===== src/rtl/ir_key_event.sv =====
// NEC IR frame post-processor: validates complement bytes, optionally filters
// on address, and turns raw frames into key press / hold / release events.
module ir_key_event #(
  parameter int unsigned HOLD_CYC       = 6000000,
  parameter bit          STRICT_ADDR    = 1'b0,
  parameter bit          ADDR_FILTER_EN = 1'b0,
  parameter logic [7:0]  ADDR_MATCH     = 8'h86,
  parameter int unsigned ERR_W          = 8
) (
  input  logic             clk,
  input  logic             rst,
  input  logic             frame_valid,
  input  logic [31:0]      frame_data,
  output logic             key_valid,
  output logic [7:0]       key_addr,
  output logic [7:0]       key_cmd,
  output logic             key_held,
  output logic             key_release,
  output logic             err_pulse,
  output logic [ERR_W-1:0] err_count,
  output logic [31:0]      last_frame
);

  localparam int unsigned   TW     = $clog2(HOLD_CYC) + 1;
  localparam logic [TW-1:0] RELOAD = TW'(HOLD_CYC - 1);

  typedef enum logic {S_IDLE, S_HELD} state_t;

  state_t        r_state;
  logic [TW-1:0] r_timer;
  logic          r_fv_s;
  logic          r_fv_hist;
  logic [31:0]   r_data_s;
  logic [31:0]   r_frame;
  logic          r_chk;

  logic w_new, w_cmd_ok, w_addr_ok, w_filt_ok, w_acc, w_rej, w_same;

  always_comb begin
    w_new     = r_fv_s && !r_fv_hist;
    w_cmd_ok  = (r_frame[31:24] == ~r_frame[23:16]);
    w_addr_ok = !STRICT_ADDR || (r_frame[15:8] == ~r_frame[7:0]);
    w_filt_ok = !ADDR_FILTER_EN || (r_frame[7:0] == ADDR_MATCH);
    w_acc     = r_chk && w_cmd_ok && w_addr_ok && w_filt_ok;
    w_rej     = r_chk && !(w_cmd_ok && w_addr_ok && w_filt_ok);
    w_same    = (r_frame[23:16] == key_cmd) && (r_frame[7:0] == key_addr);
  end

  // Input sample, then edge-detect/capture, then evaluate: event outputs
  // appear two clocks after the clock that samples the rising edge.
  always_ff @(posedge clk) begin
    if (rst) begin
      r_fv_s      <= 1'b0;
      r_fv_hist   <= 1'b0;
      r_data_s    <= '0;
      r_frame     <= '0;
      r_chk       <= 1'b0;
      r_state     <= S_IDLE;
      r_timer     <= '0;
      key_valid   <= 1'b0;
      key_addr    <= '0;
      key_cmd     <= '0;
      key_held    <= 1'b0;
      key_release <= 1'b0;
      err_pulse   <= 1'b0;
      err_count   <= '0;
      last_frame  <= '0;
    end else begin
      r_fv_s      <= frame_valid;
      r_data_s    <= frame_data;
      r_fv_hist   <= r_fv_s;
      r_chk       <= w_new;
      if (w_new) r_frame <= r_data_s;

      key_valid   <= 1'b0;
      key_release <= 1'b0;
      err_pulse   <= 1'b0;

      if (w_rej) begin
        err_pulse <= 1'b1;
        if (err_count != '1) err_count <= err_count + 1'b1;
      end

      if (w_acc) last_frame <= r_frame;

      case (r_state)
        S_IDLE: begin
          if (w_acc) begin
            key_valid <= 1'b1;
            key_addr  <= r_frame[7:0];
            key_cmd   <= r_frame[23:16];
            key_held  <= 1'b1;
            r_timer   <= RELOAD;
            r_state   <= S_HELD;
          end
        end
        S_HELD: begin
          // An accepted frame beats an expiring timer in the same cycle.
          if (w_acc) begin
            r_timer <= RELOAD;
            if (!w_same) begin
              key_valid <= 1'b1;
              key_addr  <= r_frame[7:0];
              key_cmd   <= r_frame[23:16];
            end
          end else if (r_timer == '0) begin
            key_release <= 1'b1;
            key_held    <= 1'b0;
            r_state     <= S_IDLE;
          end else begin
            r_timer <= r_timer - 1'b1;
          end
        end
        default: r_state <= S_IDLE;
      endcase
    end
  end

endmodule


===== config.mk =====
export PLATFORM = sky130hd
export DESIGN_NAME = ir_key_event
export DESIGN_NICKNAME = d
export VERILOG_FILES = /design/src/rtl/ir_key_event.sv
export SDC_FILE = /design/constraint.sdc
export NUM_CORES = 1
export LEC_CHECK = 0
export CAP_MARGIN = 5
export CORE_UTILIZATION = 45
export CTS_CLUSTER_SIZE = 10
export DETAILED_ROUTE_END_ITERATION = 12
export PLACE_DENSITY = 0.83
export SLEW_MARGIN = 20
export SYNTH_ARGS = -nofsm -noshare
export SYNTH_HDL_FRONTEND = slang
export SYNTH_SLANG_ARGS = --single-unit

===== constraint.sdc =====
create_clock -name clk -period 1.8 [get_ports clk]
set_input_delay 0.27 -clock clk [delete_from_list [all_inputs] [get_ports clk]]
set_output_delay 0.27 -clock clk [all_outputs]
set_load 0.02 [all_outputs]

Yosys cells after proc, flatten, opt, wreduce, memory -nomap -nowiden --
Index checks and enable logic that the tools add are counted. Widths: inputs -> output; s select.
Operators by class: equal/unequal tests 10, muxes and demuxes 25, reduce and logical (&&, ||, !) cells 12, bitwise operators 2, add/subtract/negate cells 2
Operators with widths (number):
- $mux 24 | 3
- $mux 8 | 6
- $pmux 24 s2 | 1
- $pmux 8 s2 | 2
- $eq 8x8->1 | 3
- $logic_not 24->1 | 1
- $sub 24x1->24 const B | 1
- $mux 1 | 10
- $add 8x1->8 const B | 1
- $ne 8x8->1 const B | 1
- $not 8->8 | 1
- $ne 2x2->1 const B | 3
- $pmux 1 s2 | 3
- $reduce_and 3->1 | 2
- $logic_and 1x1->1 | 4
- $ne 2x1->1 const B | 2
- $reduce_and 2->1 | 2
- $ne 3x3->1 const B | 1
- $reduce_or 3->1 | 1
- $logic_not 1->1 | 2
- $not 1->1 | 1
Storage, ports and cells: register bits after elaboration 152, input bits 35

Longest topological paths before layout --
word-level depth 5, gate-level depth with buffers 8, mapped depth without buffers 7

Least setup slack after synthesis --
OpenSTA, ideal clock, no wires.
path kind register to register, start register r_timer[4], end register r_timer[11], setup time 0.133 ns, setup slack -0.127 ns, data arrival time 1.794 ns, stages on the path, launching flop included 8, period minus slack after synthesis 1.927 ns, cells stage by stage dfxtp_1 -> or4_1 -> buf_2 -> or2_4 -> buf_6 -> o211ai_1 -> xor2_1 -> a21oi_1
Between the ends: longest elaborated chain between the ends 4, elaborated cells between the ends (all ways) 7
Ends and longest elaborated chain:
- from (decl) | line 30 | logic [TW-1:0] r_timer;
- from (signal assigned) | line 111 | r_timer <= r_timer - 1'b1;
- $sub 24x1->24 | line 111
- $mux 24 | line 106 | end else if (r_timer == '0) begin
- $mux 24 | line 99 | if (w_acc) begin
- $pmux 24 s2 | line 86 | case (r_state)
Parallel ways exist; a longest one is shown, timed or not. The select of a mux whose other input is x is not followed. A chain may end at the register's enable or synchronous reset.

Final worst setup path --
start register r_frame[31], end register key_cmd[4]
Between the ends: longest elaborated chain between the ends 4, elaborated cells between the ends (all ways) 5
Ends and longest elaborated chain:
- from (decl) | line 34 | logic [31:0] r_frame;
- from (signal assigned) | line 73 | if (w_new) r_frame <= r_data_s;
- $eq 8x8->1 * | line 41 | w_cmd_ok = (r_frame[31:24] == ~r_frame[23:16]);
- $logic_and 1x1->1 * | line 44 | w_acc = r_chk && w_cmd_ok && w_addr_ok && w_filt_ok;
- $ne 2x2->1 (no source line) or $ne 2x1->1 (tied branches)
- $reduce_and 3->1 (no source line) *
- to (signal assigned) | line 91 | key_cmd <= r_frame[23:16];
- to (signal assigned) | line 104 | key_cmd <= r_frame[23:16];
- to (decl) | line 16 | output logic [7:0] key_cmd,
Every way passes the cells marked *; elsewhere a longest branch is shown, timed or not.

==> results.txt <==
first-pass GRT wire length: 22100 µm
post-synth top area share: 0.520
Synthesized Nets: 697
initial core utilization: 0.462
Reg clk slew, reported paths: 0.06 ns
drt pass-1 iters: 5
Worst R2R Start: r_frame[31]
diode count: 0
initial antenna violation count: 0
Main synth FF type: dfxtp_1
Setup crit start kind: flop
HP Start: rst
crit share post-route: 1.05
crit path kind: reg -> reg
layout cell share with drive strength beyond 1: 0.168
Sw Pwr: 1.62 mW
# rows: 41
Max-cap violations: 0
unrepaired setup endpoints after global routing: yes
starting DRC count in detailed routing: 327
pwr/cell area: 930 mW/mm²
H-tree depth: 4
EDFF count, synth: 0
Hold Crit Endpoint: key_cmd[2]
Vias: 4978
Core Area: 0.0127 mm²
Max Clk Rate: 527 MHz
worst IR drop on VDD: 0.646 mV
DRC viols: 0
leakage power: 2.95 nW
DIE HEIGHT: 116 µm
Placed Area: 0.00719 mm²
FF+latch count, synth: 152
routability cong.: 0.867
CP arrival: 2.24 ns
Total GRT Usage: 0.213
Post-synth ARST share: 0
combinational fraction of design power: 0.042
CP max FO: 7
Clock Latency Late Sink: 0.42 ns
largest net degree at the start of global routing: 58
Post-Route WL: 14400 µm
hold path cells: 2
sequential share of power: 0.459
Cells after Synth: 659
drt wl/cell: 14.8 µm
post-synthesis sequential area ratio: 0.520
worst setup margin: -0.0975 ns
RR Endpoint: key_cmd[4]
FF-to-FF path depth: 6
status: finished with violations
count leader, synth: dfxtp_1
Syn Area/Cell: 8.88 µm²
utilization after layout: 0.640
total CTS buffers: 17
Clk pwr share: 0.499
final slew viol count: 0
Overall Power: 7.55 mW
ANT nets after route: 0
final setup vio count: 24
Slew HR: 0.692
failing checks: setup timing
# IOs: 95
deepest clock path buffer count: 2
Internal Power: 5.93 mW
clk sinks: 152
r2r setup slk: -0.1 ns
# nets final: 823
Syn-to-layout area delta: 38.6%
CTS root buffer: clkbuf_16
Die Area: 0.0135 mm²
worst clock skew: 0.00867 ns
post-synth top area cell: dfxtp_1
vias per cell: 5.13
CTS tree: done
Slew @ Worst Pin: 0.458 ns
gr ovfl total: 0
worst path required time: 2.14 ns
crit path capture type: flop
final hold viol count: 0
worst min path class: in -> reg
number of global-route vias before repair: 4534
Yosys Warn Count: 0
Area contributors post-synth: dfxtp_1 52%, nand2_1 8.7%, a21oi_1 7.8%, nor2b_1 3.8%, xor2_1 3.4%
Buffers on Ports: 94
Detailed Place HPWL: 9240 µm
fillcell total: 1013
Tmin final: 1.90 ns
Cell Area, Synth: 0.00585 mm²
count of cell types in the netlist: 49
top cells by count, synth: 152 x dfxtp_1, 136 x nand2_1, 91 x a21oi_1
Sw Share: 0.214
Final Instance Area: 0.00811 mm²
die width: 116 µm
[cell type report]
type,instances,area [µm²],share of cell area
clock buffers,19,433,0.0534
flip-flops and latches,152,3050,0.376
clock inverters,13,191,0.0236
inverters,6,22.5,0.00278
repair buffers,147,1380,0.170
well taps,172,215,0.0265
multi-input cells,461,2820,0.347
[flip-flops by register name, summed over array words and instances (netlist names)]
name	flops
err_count	8
key_cmd	8
key_held	1
r_timer	24
key_release	1
last_frame	32
r_fv_hist	1
key_valid	1
err_pulse	1
r_fv_s	1
r_state	1
r_data_s	32
key_addr	8
r_frame	32
r_chk	1
[logic make-up (layout without fill, tap and decap cells)]
kind of cell / after synthesis / count (layout) / share of synthesized area
mux: 12 / 12 / 0.0207
simple gates: 281 / 282 / 0.240
compound gates: 120 / 120 / 0.114
buf+inv: 47 / 185 / 0.0329
flops: 152 / 152 / 0.520
fa+ha+maj: 3 / 3 / 0.00642
xor+xnor: 44 / 44 / 0.0659
[repair_timing]
| action | in CTS | in global routing |
|---|---|---|
| endpoints found under the setup margin | 18 | 64 |
| hold buffers | 0 | 0 |
| gates resized for setup | 5 | 43 |
| pin swaps | 8 | 18 |
| buffers inserted | 4 | 5 |
| gates cloned | 0 | 2 |
[power by group through the flow]
stage,clock (mW),combinational (mW),sequential (mW)
after floorplan,0,0.165,3.53
after global placement,0,0.296,3.53
after detailed placement,0,0.299,3.54
after CTS,3.80,0.301,3.46
after global routing,3.97,0.344,3.47
final,3.77,0.317,3.47
[cell usage in the layout, fill, tap and decap left out, types with 6 or more instances in the layout]
cell             count
dfxtp_2              9
o31ai_1              6
nor2_1              21
xnor2_1             13
o21ai_1              6
nand2b_1            21
nand4_1              7
a21oi_1             91
clkdlybuf4s50_1     90
nand3_1             11
buf_4               47
dfxtp_1            143
nor2b_1             35
clkbuf_16           17
mux2i_1             11
nor4_2               7
xnor2_2              8
nand2_1            135
xor2_1              23
[metrics by stage]
stage	hold slack (ns)	std cells	TNS, ns	setup slack [ns]
global route	0.236	970	-3.99	-0.182
CTS	0.234	963	-0.0680	-0.0291
global placement	0.422	927	-0.178	-0.0589
finish	0.250	970	-0.951	-0.0975
detailed placement	0.426	927	-0.700	-0.106
floorplan	0.398	659	-0.283	-0.0729
[layer usage]
metal | wire [µm] | vias to the layer above | global-route usage
met5 | 0 | - | 0
met2 | 7220 | 154 | 0.354
li1 | - | 2471 | -
met4 | 228 | 0 | 0.0538
met3 | 711 | 23 | 0.0685
met1 | 6240 | 2330 | 0.269
[worst max-delay path, stage by stage, from the launching register on]
cell,delay [ns]
dfxtp_1,0.35
xnor2_2,0.19
nor4_2,0.39
nand3_1,0.21
a31oi_1,0.22
buf_4,0.23
mux2i_1,0.22
[worst max path at each step]
stage,to,from,slack (ns)
floorplan,r_timer[11],r_timer[5],-0.07
global placement,r_timer[13],r_timer[7],-0.06
detailed placement,r_timer[15],r_timer[7],-0.11
CTS,r_timer[19],r_timer[5],-0.03
global route,key_cmd[4],r_frame[31],-0.18
finish,key_cmd[4],r_frame[31],-0.1
No activity file was read; power rests on OpenSTA's default activity.
